==> src/rtl/rv_iter_exec.sv <==
`default_nettype none
// ============================================================================
// Module      : rv_iter_exec
// Description : Multi-cycle RV32I/RV64I integer ALU execute stage. Handles
//               I-type (immediate operand) and R-type (rv2 operand) ops.
//               Non-shift ops finish one cycle after acceptance. Shifts run
//               iteratively, at most SHIFT_STEP bit positions per cycle.
//               Valid/ready handshakes on the input and output sides; only
//               one operation is in flight at a time.
// Ports       : clk, reset           - clock, synchronous active-high reset
//               in_valid / in_ready  - operation handshake (from decode)
//               funct3, alt,         - operation select (alt = instr bit 30)
//               is_rtype             - 1: B = rv2, 0: B = imm
//               rv1, rv2, imm        - operands
//               out_valid/out_ready  - result handshake (to writeback)
//               result               - rd value, stable while out_valid
//               busy                 - high whenever the FSM is not IDLE
// Revision    : 1.0 - initial release
// ============================================================================
module rv_iter_exec #(
    parameter int   XLEN       = 32,
    parameter int   SHIFT_STEP = 4,
    localparam int  SHW        = $clog2(XLEN)
) (
    input  logic            clk,
    input  logic            reset,
    input  logic            in_valid,
    output logic            in_ready,
    input  logic [2:0]      funct3,
    input  logic            alt,
    input  logic            is_rtype,
    input  logic [XLEN-1:0] rv1,
    input  logic [XLEN-1:0] rv2,
    input  logic [XLEN-1:0] imm,
    output logic            out_valid,
    input  logic            out_ready,
    output logic [XLEN-1:0] result,
    output logic            busy
);

    localparam logic [1:0] C_IDLE  = 2'd0;
    localparam logic [1:0] C_SHIFT = 2'd1;
    localparam logic [1:0] C_DONE  = 2'd2;

    localparam logic [2:0] C_F3_ADD  = 3'b000;
    localparam logic [2:0] C_F3_SLL  = 3'b001;
    localparam logic [2:0] C_F3_SLT  = 3'b010;
    localparam logic [2:0] C_F3_SLTU = 3'b011;
    localparam logic [2:0] C_F3_XOR  = 3'b100;
    localparam logic [2:0] C_F3_SR   = 3'b101;
    localparam logic [2:0] C_F3_OR   = 3'b110;
    localparam logic [2:0] C_F3_AND  = 3'b111;

    // One extra bit so that SHIFT_STEP == XLEN is still representable.
    localparam logic [SHW:0] C_STEP = (SHW+1)'(SHIFT_STEP);

    logic [1:0]      state_q,  state_d;
    logic [XLEN-1:0] result_q, result_d;   // also the shift working register
    logic [SHW-1:0]  rem_q,    rem_d;      // shift positions still to do
    logic            left_q,   left_d;
    logic            sra_q,    sra_d;

    logic [XLEN-1:0] w_b;
    logic [SHW-1:0]  w_shamt;
    logic            w_is_shift;
    logic [XLEN-1:0] w_alu;
    logic [SHW:0]    w_step;
    logic [SHW-1:0]  w_rem_next;
    logic [XLEN-1:0] w_shifted;

    assign w_b        = is_rtype ? rv2 : imm;
    assign w_shamt    = w_b[SHW-1:0];
    assign w_is_shift = (funct3 == C_F3_SLL) || (funct3 == C_F3_SR);

    always_comb begin
        w_alu = rv1;
        case (funct3)
            C_F3_ADD:  w_alu = (is_rtype && alt) ? (rv1 - w_b) : (rv1 + w_b);
            C_F3_SLT:  w_alu = {{(XLEN-1){1'b0}}, ($signed(rv1) < $signed(w_b))};
            C_F3_SLTU: w_alu = {{(XLEN-1){1'b0}}, (rv1 < w_b)};
            C_F3_XOR:  w_alu = rv1 ^ w_b;
            C_F3_OR:   w_alu = rv1 | w_b;
            C_F3_AND:  w_alu = rv1 & w_b;
            default:   w_alu = rv1;  // shifts are handled by the SHIFT state
        endcase
    end

    // Step size is min(SHIFT_STEP, remaining); never exceeds rem_q, so the
    // truncation back to SHW bits below is lossless.
    assign w_step     = ({1'b0, rem_q} < C_STEP) ? {1'b0, rem_q} : C_STEP;
    assign w_rem_next = rem_q - w_step[SHW-1:0];

    // The working register's MSB is the original sign bit throughout an
    // arithmetic shift, so >>> on it fills correctly on every step.
    always_comb begin
        if (left_q) begin
            w_shifted = result_q << w_step;
        end else if (sra_q) begin
            w_shifted = $signed(result_q) >>> w_step;
        end else begin
            w_shifted = result_q >> w_step;
        end
    end

    always_comb begin
        state_d  = state_q;
        result_d = result_q;
        rem_d    = rem_q;
        left_d   = left_q;
        sra_d    = sra_q;
        case (state_q)
            C_IDLE: begin
                if (in_valid && in_ready) begin
                    if (w_is_shift && (w_shamt != '0)) begin
                        state_d  = C_SHIFT;
                        result_d = rv1;
                        rem_d    = w_shamt;
                        left_d   = (funct3 == C_F3_SLL);
                        sra_d    = (funct3 == C_F3_SR) && alt;
                    end else begin
                        // Zero-amount shifts fall through w_alu's default (rv1).
                        state_d  = C_DONE;
                        result_d = w_alu;
                    end
                end
            end
            C_SHIFT: begin
                result_d = w_shifted;
                rem_d    = w_rem_next;
                if (w_rem_next == '0) begin
                    state_d = C_DONE;
                end
            end
            C_DONE: begin
                if (out_ready) begin
                    state_d = C_IDLE;
                end
            end
            default: begin
                state_d = C_IDLE;
            end
        endcase
    end

    always_ff @(posedge clk) begin
        if (reset) begin
            state_q  <= C_IDLE;
            result_q <= '0;
            rem_q    <= '0;
            left_q   <= 1'b0;
            sra_q    <= 1'b0;
        end else begin
            state_q  <= state_d;
            result_q <= result_d;
            rem_q    <= rem_d;
            left_q   <= left_d;
            sra_q    <= sra_d;
        end
    end

    assign in_ready  = (state_q == C_IDLE) && !reset;
    assign out_valid = (state_q == C_DONE);
    assign busy      = (state_q != C_IDLE);
    assign result    = result_q;

endmodule
`default_nettype wire

==> config.mk <==
export PLATFORM = sky130hd
export DESIGN_NAME = rv_iter_exec
export DESIGN_NICKNAME = d
export VERILOG_FILES = /design/src/rtl/rv_iter_exec.sv
export SDC_FILE = /design/constraint.sdc
export NUM_CORES = 1
export LEC_CHECK = 0
export ABC_AREA = 1
export BUFFER_PORTS_ARGS = -buffer_cell sky130_fd_sc_hd__clkbuf_2
export CORE_MARGIN = 3
export CORE_UTILIZATION = 35
export CTS_CLUSTER_SIZE = 14
export DETAILED_ROUTE_END_ITERATION = 7
export HOLD_SLACK_MARGIN = 0.05
export SLEW_MARGIN = 5
export SYNTH_ARGS = -nofsm -noshare
export SYNTH_HDL_FRONTEND = slang
export SYNTH_SLANG_ARGS = --single-unit
==> constraint.sdc <==
create_clock -name clk -period 2.8 [get_ports clk]
set_clock_uncertainty 0.1 [all_clocks]
set_input_delay 0.28 -clock clk [delete_from_list [all_inputs] [get_ports clk]]
set_output_delay 0.28 -clock clk [all_outputs]
set_load 0.1 [all_outputs]
==> results.py, run 1 <==
metrics = {
    "finish": {
        "syn_to_final_growth_pct": 34.34,
        "diodes": 0,
        "final_layout_size_suffix_gt1_frac": 0.2320,
        "final_common_cell": "nand2_1",
        "n_fill_cell": 3385,
        "nets": 2697,
        "layout_common_cells": "663 x nand2_1, 394 x inv_1, 261 x buf_4",
    },
    "place": {
        "pre_cts_ws_ns": -0.6818,
        "port_buffers": 139,
        "gp_congestion": 1.009,
        "dpl.hpwl_um": 41270,
    },
    "timing": {
        "rsz0062_at_grt": "false",
        "finalSetupViolCount": 0,
        "fin_crit_sh": 0.9528,
        "tns_ns": 0,
        "clock.fmax_ghz": 0.3748,
        "relSlewSlack": 0.5516,
        "post-route-min-period_ns": 2.668,
        "slew_viol_final": 0,
        "layout_setup_ws_ns": 0.1321,
        "hold_violations": 0,
        "worstMarginPinSlew_ns": 0.6718,
    },
    "floorplanning": {
        "dieArea_mm2": 0.03366,
        "io-pin-count": 140,
        "start_util": 0.3575,
        "fp-row-count": 64,
        "die_x_um": 183.5,
        "die_h_um": 183.5,
        "core_area_mm2": 0.03083,
    },
    "setup_path": {
        "path_max_fanout": 9,
        "startpoint_type": "primary input",
        "critPathArrivalTime_ns": 2.76,
        "crit_required_ns": 2.89,
        "cp-end-kind": "flip-flop",
        "path_class": "in2reg",
    },
    "clocking": {
        "worstSkewPairLatency_ns": 0.31,
        "cts_buffer_depth": 2,
        "path_clk_slew_ns": 0.07,
        "clockRootBuffer": "clkbuf_16",
        "htree_levels": 2,
        "ctsHoldBuffers": 0,
        "cts_tree": "built",
        "clock-sinks": 41,
        "cts_buffers": 5,
    },
    "synthesis": {
        "yosysUniqueCellTypes": 47,
        "synth_top_area_share": 0.2312,
        "synth_ff_type": "dfxtp_1",
        "syn_area_mm2": 0.01102,
        "ys_top_cells_by_area": "nand2_1 23%, inv_1 14%, ha_1 13%",
        "async_flop_share": 0,
        "synth-edff-count": 0,
        "syn_nets": 2357,
        "yosysSeqAreaShare": 0.07446,
        "synth-seq-cells": 41,
        "syn_inst": 2137,
        "yosysWarnings": 0,
        "avgSynthCellArea_um2": 5.158,
        "yosys.area.top_type": "nand2_1",
    },
    "global_routing": {
        "grt_pass1_vias": 13813,
        "grt_pass1_wl_um": 76530,
        "grt_max_degree": 53,
        "globalRouteOverflowTotal": 0,
        "antenna_found_initial": 1,
        "grt.total_usage": 0.2892,
    },
    "route": {
        "wirelength_um": 51180,
        "vias": 15134,
        "drt_iter0_markers": 1315,
        "viasPerCell": 5.266,
        "antenna_left": 0,
        "drt_drc_violations_left": 0,
        "wl_per_cell_um": 17.81,
        "drt_pass1_iterations": 6,
    },
    "pwr": {
        "power.leakage_uw": 0.008042,
        "power_density_mw_per_mm2": 374.8,
        "irDropWorstVdd_mv": 0.2749,
    },
    "run_status": {
        "status": "completed",
    },
    "job": {
        "maxCapViolations": 0,
    },
    "hold_path": {
        "hold_path.class": "in2reg",
    },
}
## flip-flops by register name (all words and copies together), names as in the netlist
register and cells:
rem_q 5, result 32, left_q 1, state_q 2, sra_q 1
## final timing paths
check,slack (ns),cells past startpoint,endpoint,from
max,0.13,14,result[17],is_rtype
min,0.16,3,sra_q,alt
max reg2reg,0.36,9,result[12],state_q[1]
min reg2reg,0.39,1,state_q[1],state_q[1]
## cell usage after synthesis (5+ instances only)
library cell  count
o21a_1           16
o21ai_1          27
nand2_1         679
nor4_1            6
and2_1           12
a211oi_1         22
nor2_1          153
dfxtp_1          41
o21bai_1          9
nor3_1           30
a221oi_1         12
buf_2            18
or2_2             5
o21ai_0         197
nand4_1          12
clkbuf_1         40
nand3_1         130
buf_6             7
a21oi_1         111
o211ai_1         11
o221ai_1          5
o22ai_1          30
buf_1             7
inv_1           398
ha_1            113
## repair_timing
| item | in CTS | in global routing |
|---|---|---|
| setup endpoints to repair | 20 | 28 |
| setup buffers | 0 | 1 |
| resized for setup | 9 | 170 |
| pin swaps | 2 | 11 |
| cloned | 0 | 3 |
## routing by layer
layer / vias up / share of wire / global-route usage
li1: 7463 / - / -
met1: 6919 / 0.45 / 0.4085
met2: 660 / 0.44 / 0.4658
met3: 90 / 0.078 / 0.03403
met4: 2 / 0.028 / 0.07983
met5: - / 0.00023 / 0
## power breakdown
group / internal (uW) / switching, uW
logic: 1370 / 2600
registers: 656 / 106
clock network: 516 / 303
## area by class of cell
class / instances / area [um2] / area share
clock buffers: 5 / 125.1 / 0.008449
multi-input cells: 1612 / 8887 / 0.6002
clock inverters: 3 / 68.82 / 0.004647
flip-flops and latches: 41 / 820.8 / 0.05543
repair buffers: 410 / 2877 / 0.1943
inverters: 407 / 1534 / 0.1036
well taps: 396 / 495.5 / 0.03346
## cell families (layout without fill, tap and decap cells)
group	count (synthesis)	in the layout	synth area share
AOI/OAI and AO/OA	452	452	0.2306
xor gates and xnor gates	3	3	0.002384
adders and majority gates	115	115	0.1319
buffers and inverters	484	825	0.1726
DFF	41	41	0.07446
muxes	4	4	0.003632
other	1	1	0.0003402
and+or+nand+nor	1037	1037	0.3840
## per-stage QoR
stage,cell area [um2],utilization,power (uW),std cells,hold slack (ns)
global route,14810,0.4803,5913,2874,0.1920
global placement,13930,0.4519,4448,2862,0.3567
finish,14810,0.4803,5550,2874,0.1639
floorplan,11020,-,3002,2137,0.2491
detailed placement,13930,0.4519,4465,2862,0.3814
CTS,14150,0.4591,5297,2870,0.1622
## critical path, stage by stage
cell and delay [ns]:
buf_6 0.13, clkbuf_16 0.17, o21ai_1 0.29, ha_2 0.40, nor2_2 0.18, nand2_1 0.17, nor2_2 0.30, nand3_1 0.19
nand4_1 0.13, nand3_1 0.11, nand3_1 0.09, nand3_1 0.08, nand2_2 0.15, a21oi_1 0.08
(Power assumes the default switching activity.)
==> run 2: changes to the inputs <==
--- a/config.mk
+++ b/config.mk
@@ -5,10 +5,10 @@
 export SDC_FILE = /design/constraint.sdc
 export NUM_CORES = 1
 export LEC_CHECK = 0
-export ABC_AREA = 1
 export BUFFER_PORTS_ARGS = -buffer_cell sky130_fd_sc_hd__clkbuf_2
 export CORE_MARGIN = 3
 export CORE_UTILIZATION = 35
+export CTS_CLUSTER_DIAMETER = 50
 export CTS_CLUSTER_SIZE = 14
 export DETAILED_ROUTE_END_ITERATION = 7
 export HOLD_SLACK_MARGIN = 0.05
==> run 2 against run 1 <==
The run now ends with setup timing left; sequential cell count did not move; largest cell class unchanged; worst hold slack better by 0.096 ns; sequential power grew 47%; fmax shrank 25%; power rose by 65%.
==> results.py, run 2 <==
metrics = {
    "finish": {
        "finish.utilization": 0.5576,
        "largest_register_ffs": 32,
        "final_layout_size_suffix_gt1_frac": 0.4031,
        "final_common_cell": "buf_4",
        "syn_to_final_growth_pct": 55.91,
        "nets": 2107,
        "n_fill_cell": 2662,
        "diodes": 0,
        "layout.cells.non_filler": 2266,
        "layout_common_cells": "341 x buf_4, 158 x nor2_1, 138 x clkbuf_2",
    },
    "place": {
        "gp_congestion": 0.9621,
        "dpl.hpwl_um": 34010,
        "place_inst": 2221,
        "port_buffers": 139,
    },
    "setup_path": {
        "path_max_fanout": 8,
        "worstPathCellList": "clkbuf_16 -> buf_16 -> buf_16 -> mux2i_4 -> ha_4 -> and3_4 -> a41o_1 -> a31o_1 -> a211o_1 -> a311o_2 -> a21bo_1 -> or4_4 -> a31oi_4 -> a211oi_2 -> a221oi_2",
        "crit_slowest_cell": "or4_4",
        "critPathArrivalTime_ns": 3.67,
        "startpoint": "is_rtype",
        "path_class": "in2reg",
        "path_common_cell": "buf_16",
        "reg2reg_from": "rem_q[2]",
        "crit_buf_inv": 3,
        "cp_top_family": "compound AO/OA/AOI/OAI gates",
        "cpPeakStageDelay_ns": 0.44,
        "startpoint_type": "primary input",
        "crit_required_ns": 2.91,
        "cp-end-kind": "flip-flop",
    },
    "synthesis": {
        "ys_top_cells_by_area": "ha_1 14%, dfxtp_1 8.2%, mux2i_1 7.6%",
        "synth_top_area_share": 0.1415,
        "synth-edff-count": 0,
        "syn_nets": 1701,
        "avgSynthCellArea_um2": 6.745,
        "syn_inst": 1481,
        "yosysWarnings": 0,
        "synth_ff_type": "dfxtp_1",
        "synthTopCellsByCount": "169 x nor2_1, 149 x a21oi_1, 125 x o21ai_0",
        "yosysSeqAreaShare": 0.08216,
        "synth-seq-cells": 41,
        "async_flop_share": 0,
        "yosysUniqueCellTypes": 85,
        "syn_area_mm2": 0.009990,
        "yosys.area.top_type": "ha_1",
        "yosysMostFrequentCell": "nor2_1",
    },
    "route": {
        "drt_drc_violations_left": 0,
        "drt_pass1_iterations": 5,
        "wl_per_cell_um": 19.95,
        "drt_iter0_markers": 1479,
        "wirelength_um": 45220,
        "vias": 13145,
        "viasPerCell": 5.801,
        "antenna_left": 0,
    },
    "timing": {
        "relSlewSlack": 0.5499,
        "slew_viol_final": 0,
        "worstMarginPinSlew_ns": 0.6726,
        "post-route-min-period_ns": 3.562,
        "layout_setup_ws_ns": -0.7616,
        "rsz0062_at_grt": "true",
        "fin_crit_sh": 1.272,
        "hold_violations": 0,
        "clock.fmax_ghz": 0.2808,
        "finalSetupViolCount": 26,
    },
    "clocking": {
        "clockRootBuffer": "clkbuf_16",
        "clock-sinks": 41,
        "cts_tree": "built",
        "path_clk_slew_ns": 0.06,
        "cts_buffer_depth": 2,
        "htree_levels": 2,
        "worstSkewPairLatency_ns": 0.29,
        "cts_buffers": 5,
    },
    "floorplanning": {
        "die_h_um": 174.9,
        "io-pin-count": 140,
        "fp-row-count": 61,
        "die_x_um": 174.9,
        "start_util": 0.3576,
        "dieArea_mm2": 0.03060,
        "core_area_mm2": 0.02793,
    },
    "run_status": {
        "status": "finished, violations left",
        "violations": "setup timing",
    },
    "pwr": {
        "power_density_mw_per_mm2": 587.2,
        "irDropWorstVdd_mv": 0.2789,
        "power.leakage_uw": 0.006859,
    },
    "global_routing": {
        "grt_pass1_vias": 12274,
        "antenna_found_initial": 1,
        "grt_pass1_wl_um": 67790,
        "met3_usage": 0.04781,
        "grt-busiest-layer": "met2",
        "globalRouteOverflowTotal": 0,
        "grt.total_usage": 0.2735,
        "grt_max_degree": 44,
        "use_met1": 0.3849,
        "grtUsageMet2": 0.4352,
    },
    "job": {
        "maxCapViolations": 0,
    },
    "hold_path": {
        "hold_path.class": "in2reg",
        "min-delay-start": "out_ready",
    },
}
-- run 2: cells by family after synthesis --
group,synth area share
other,0.0003754
AO/OA/AOI/OAI,0.3233
adder cells (fa/ha/maj),0.1455
AND/OR/NAND/NOR,0.2186
buffers and inverters,0.08379
multiplexers,0.1156
flip-flops,0.08216
XOR/XNOR,0.03069
-- run 2: stage by stage --
step / setup WS [ns] / setup TNS [ns] / instance area (um2) / hold slack [ns] / power (uW)
after floorplan: -0.9208 / -9.132 / 10260 / 0.4248 / 5389
after global placement: -1.069 / -23.49 / 13480 / 0.4806 / 7485
after detailed placement: -1.180 / -25.11 / 13480 / 0.4781 / 7532
after CTS: -0.6889 / -11.48 / 14530 / 0.2684 / 8608
after global routing: -0.8343 / -14.28 / 15570 / 0.2755 / 9650
final: -0.7616 / -11.58 / 15570 / 0.2596 / 9146
-- run 2: final cells by class --
cell class                 count  area [um2]  area share
clock inverter                 3       65.06    0.004177
timing repair buffer         515        3762      0.2416
multi-input combinational   1223        9941      0.6383
tap                          378       473.0     0.03037
clock buffer                   5       125.1    0.008033
inverter                     101       387.9     0.02490
sequential                    41       820.8     0.05270
-- run 2: tightest hold or removal path: cells and delay by family --
kind,cells,cell delay (ns)
AOI/OAI and AO/OA,2,0.25
buffers and inverters,1,0.07
-- run 2: what timing repair did --
action,4_1_cts,5_1_grt
buffers inserted,12,28
pin swaps,70,115
resized for setup,137,157
cloned,2,0
endpoints found under the setup margin,28,30
hold buffers,0,0
-- run 2: path summary, 6_finish.rpt --
check | end | slack [ns] | cells after the start
min | state_q[0] | 0.26 | 3
min reg2reg | result[30] | 0.50 | 2
max reg2reg | result[18] | 0.02 | 11
max | result[30] | -0.76 | 15
-- run 2: where the power goes --
group          switching [uW]  internal [uW]  leakage (uW)
Sequential                359            758      0.000338
Clock                     264            510     0.0000938
Combinational            4550           2710       0.00643
-- run 2: layer usage --
layer	wire, um	vias to the layer above
met5	13	-
met4	1121	2
met3	3789	81
met2	20630	639
met1	19670	6239
li1	-	6184
==> run 3: changes to the inputs <==
--- a/config.mk
+++ b/config.mk
@@ -7,7 +7,7 @@
 export LEC_CHECK = 0
 export BUFFER_PORTS_ARGS = -buffer_cell sky130_fd_sc_hd__clkbuf_2
 export CORE_MARGIN = 3
-export CORE_UTILIZATION = 35
+export CORE_UTILIZATION = 37
 export CTS_CLUSTER_DIAMETER = 50
 export CTS_CLUSTER_SIZE = 14
 export DETAILED_ROUTE_END_ITERATION = 7
==> run 3 against run 2 <==
Design area down 2.8%; register-to-register slack worse by 0.03 ns; first-iteration DRC count grew 12%; sequential power increased by 5%; combinational power decreased by 2.9%; power fell by 2.6%; largest cell class unchanged; worst setup slack got worse by 0.019 ns; the run still ends with setup timing left; sequential cell count unchanged; fmax is 0.52% lower; via count shrank 0.43%; worst hold slack worse by 0.0066 ns; wire length decreased by 1.2%.
==> results.py, run 3 (synthesis gave the netlist of run 2 again) <==
metrics = {
    "run_status": {
        "status": "finished, violations left",
        "violations": "setup timing",
    },
    "route": {
        "drt_pass1_iterations": 5,
        "vias": 13089,
        "viasPerCell": 5.904,
        "antenna_left": 0,
        "wl_per_cell_um": 20.16,
        "wirelength_um": 44680,
        "drt_drc_violations_left": 0,
        "drt_iter0_markers": 1663,
    },
    "clocking": {
        "worstSkewPairLatency_ns": 0.29,
        "cts_buffers": 5,
        "ctsHoldBuffers": 0,
        "cts_buffer_depth": 2,
        "htree_levels": 2,
        "clockRootBuffer": "clkbuf_16",
        "path_clk_slew_ns": 0.07,
        "cts_tree": "built",
        "clock-sinks": 41,
    },
    "timing": {
        "slew_viol_final": 0,
        "fin_crit_sh": 1.279,
        "rsz0062_at_grt": "true",
        "worstMarginPinSlew_ns": 0.6179,
        "finalSetupViolCount": 26,
        "post-route-min-period_ns": 3.580,
        "whs_ns": 0.2531,
        "clock.fmax_ghz": 0.2793,
        "hold_violations": 0,
        "layout_setup_ws_ns": -0.7804,
        "relSlewSlack": 0.5865,
    },
    "setup_path": {
        "rr_worst_depth": 9,
        "path_class": "in2reg",
        "path_max_fanout": 7,
        "startpoint_type": "primary input",
        "cp-end-kind": "flip-flop",
        "critPathArrivalTime_ns": 3.69,
        "crit_required_ns": 2.90,
    },
    "finish": {
        "syn_to_final_growth_pct": 51.62,
        "final_common_cell": "buf_4",
        "layout_common_cells": "338 x buf_4, 161 x nor2_1, 138 x clkbuf_2",
        "multi_input_area_mm2": 0.009634,
        "largest_register_ffs": 32,
        "ff_latch_area_um2": 820.8,
        "layout.cells.non_filler": 2217,
        "diodes": 0,
        "n_fill_cell": 2449,
        "final_layout_size_suffix_gt1_frac": 0.3815,
        "nets": 2101,
    },
    "pwr": {
        "total_power_uw": 8907,
        "irDropWorstVdd_mv": 0.3740,
        "power.leakage_uw": 0.006791,
        "power_density_mw_per_mm2": 588.1,
    },
    "hold_path": {
        "hold_path.class": "in2reg",
        "min_path_cells": 3,
    },
    "floorplanning": {
        "start_util": 0.3801,
        "die_h_um": 170.3,
        "die_x_um": 170.3,
        "fp-row-count": 59,
        "dieArea_mm2": 0.02901,
        "core_area_mm2": 0.02628,
        "io-pin-count": 140,
    },
    "global_routing": {
        "grt_pass1_vias": 12406,
        "globalRouteOverflowTotal": 0,
        "use_met1": 0.4323,
        "grt_pass1_wl_um": 69610,
        "met3_usage": 0.03926,
        "grt-busiest-layer": "met2",
        "antenna_found_initial": 0,
        "grt_max_degree": 44,
        "grt.total_usage": 0.2979,
        "grtUsageMet2": 0.4630,
    },
    "place": {
        "place_inst": 2182,
        "dpl.hpwl_um": 34380,
        "gp_congestion": 0.9769,
        "port_buffers": 139,
    },
    "job": {
        "maxCapViolations": 0,
    },
}
## run 3: cell types whose count changed in the layout (fill, tap and decap cells not counted), moves of 4 or more
cell / before / now
a211oi_2: 12 / 8
a21oi_1: 126 / 130
a21oi_4: 10 / 3
ha_1: 79 / 88
ha_4: 25 / 18
inv_1: 89 / 93
inv_2: 8 / 4
nor2_2: 11 / 5
nor4_1: 9 / 14
nor4_2: 4 / 0
## run 3: path summary, 6_finish.rpt
kind / start / endpoint / slack [ns]
max reg2reg: rem_q[2] / result[17] / -0.01
min reg2reg: result[18] / result[18] / 0.50
max: is_rtype / result[30] / -0.78
min: out_ready / state_q[0] / 0.25
## run 3: repair_timing
item                                    CTS  global route
endpoints found under the setup margin   29            31
pin swaps                                87            27
setup buffers                            25             9
resized for setup                       178            64
cloned                                    3             0
## run 3: per-layer routing
metal | vias to the layer above | share of wire
met5 | - | 0
met1 | 6127 | 0.44
met4 | 0 | 0.029
met3 | 92 | 0.086
li1 | 6180 | -
met2 | 690 | 0.44
## run 3: final cells by class
type | instances | share of cell area
multi-input combinational | 1223 | 0.6361
timing repair buffer | 509 | 0.2452
sequential | 41 | 0.05419
tap | 335 | 0.02767
inverter | 101 | 0.02553
clock buffer | 5 | 0.008261
clock inverter | 3 | 0.003057
## run 3: through the flow
step                instance area, um2  setup TNS [ns]  setup WS (ns)  utilization
floorplan                        10260          -9.132        -0.9208            -
finish                           15150          -10.73        -0.7804       0.5763
detailed placement               13450          -23.61         -1.204       0.5116
CTS                              14790          -10.53        -0.6944       0.5628
global route                     15150          -14.00        -0.8142       0.5763
global placement                 13450          -21.85         -1.066       0.5116
## run 3: report_power, final
part | internal (uW) | total [uW] | switching [uW] | leakage [uW]
sequential | 758 | 1180 | 419 | 0.000338
clock | 422 | 680 | 258 | 0.0000800
combinational | 2640 | 7050 | 4410 | 0.00637
total | 3820 | 8910 | 5090 | 0.00679
## run 3: worst max-delay path, cell delays in order
cell,delay (ns)
clkbuf_16,0.12
buf_16,0.16
buf_16,0.16
mux2i_4,0.32
ha_4,0.26
and3_4,0.16
a41o_1,0.23
a31o_1,0.20
a211o_1,0.28
a311o_2,0.43
a21bo_1,0.20
or4_1,0.40
a31oi_1,0.17
a211oi_1,0.08
a221oi_2,0.22
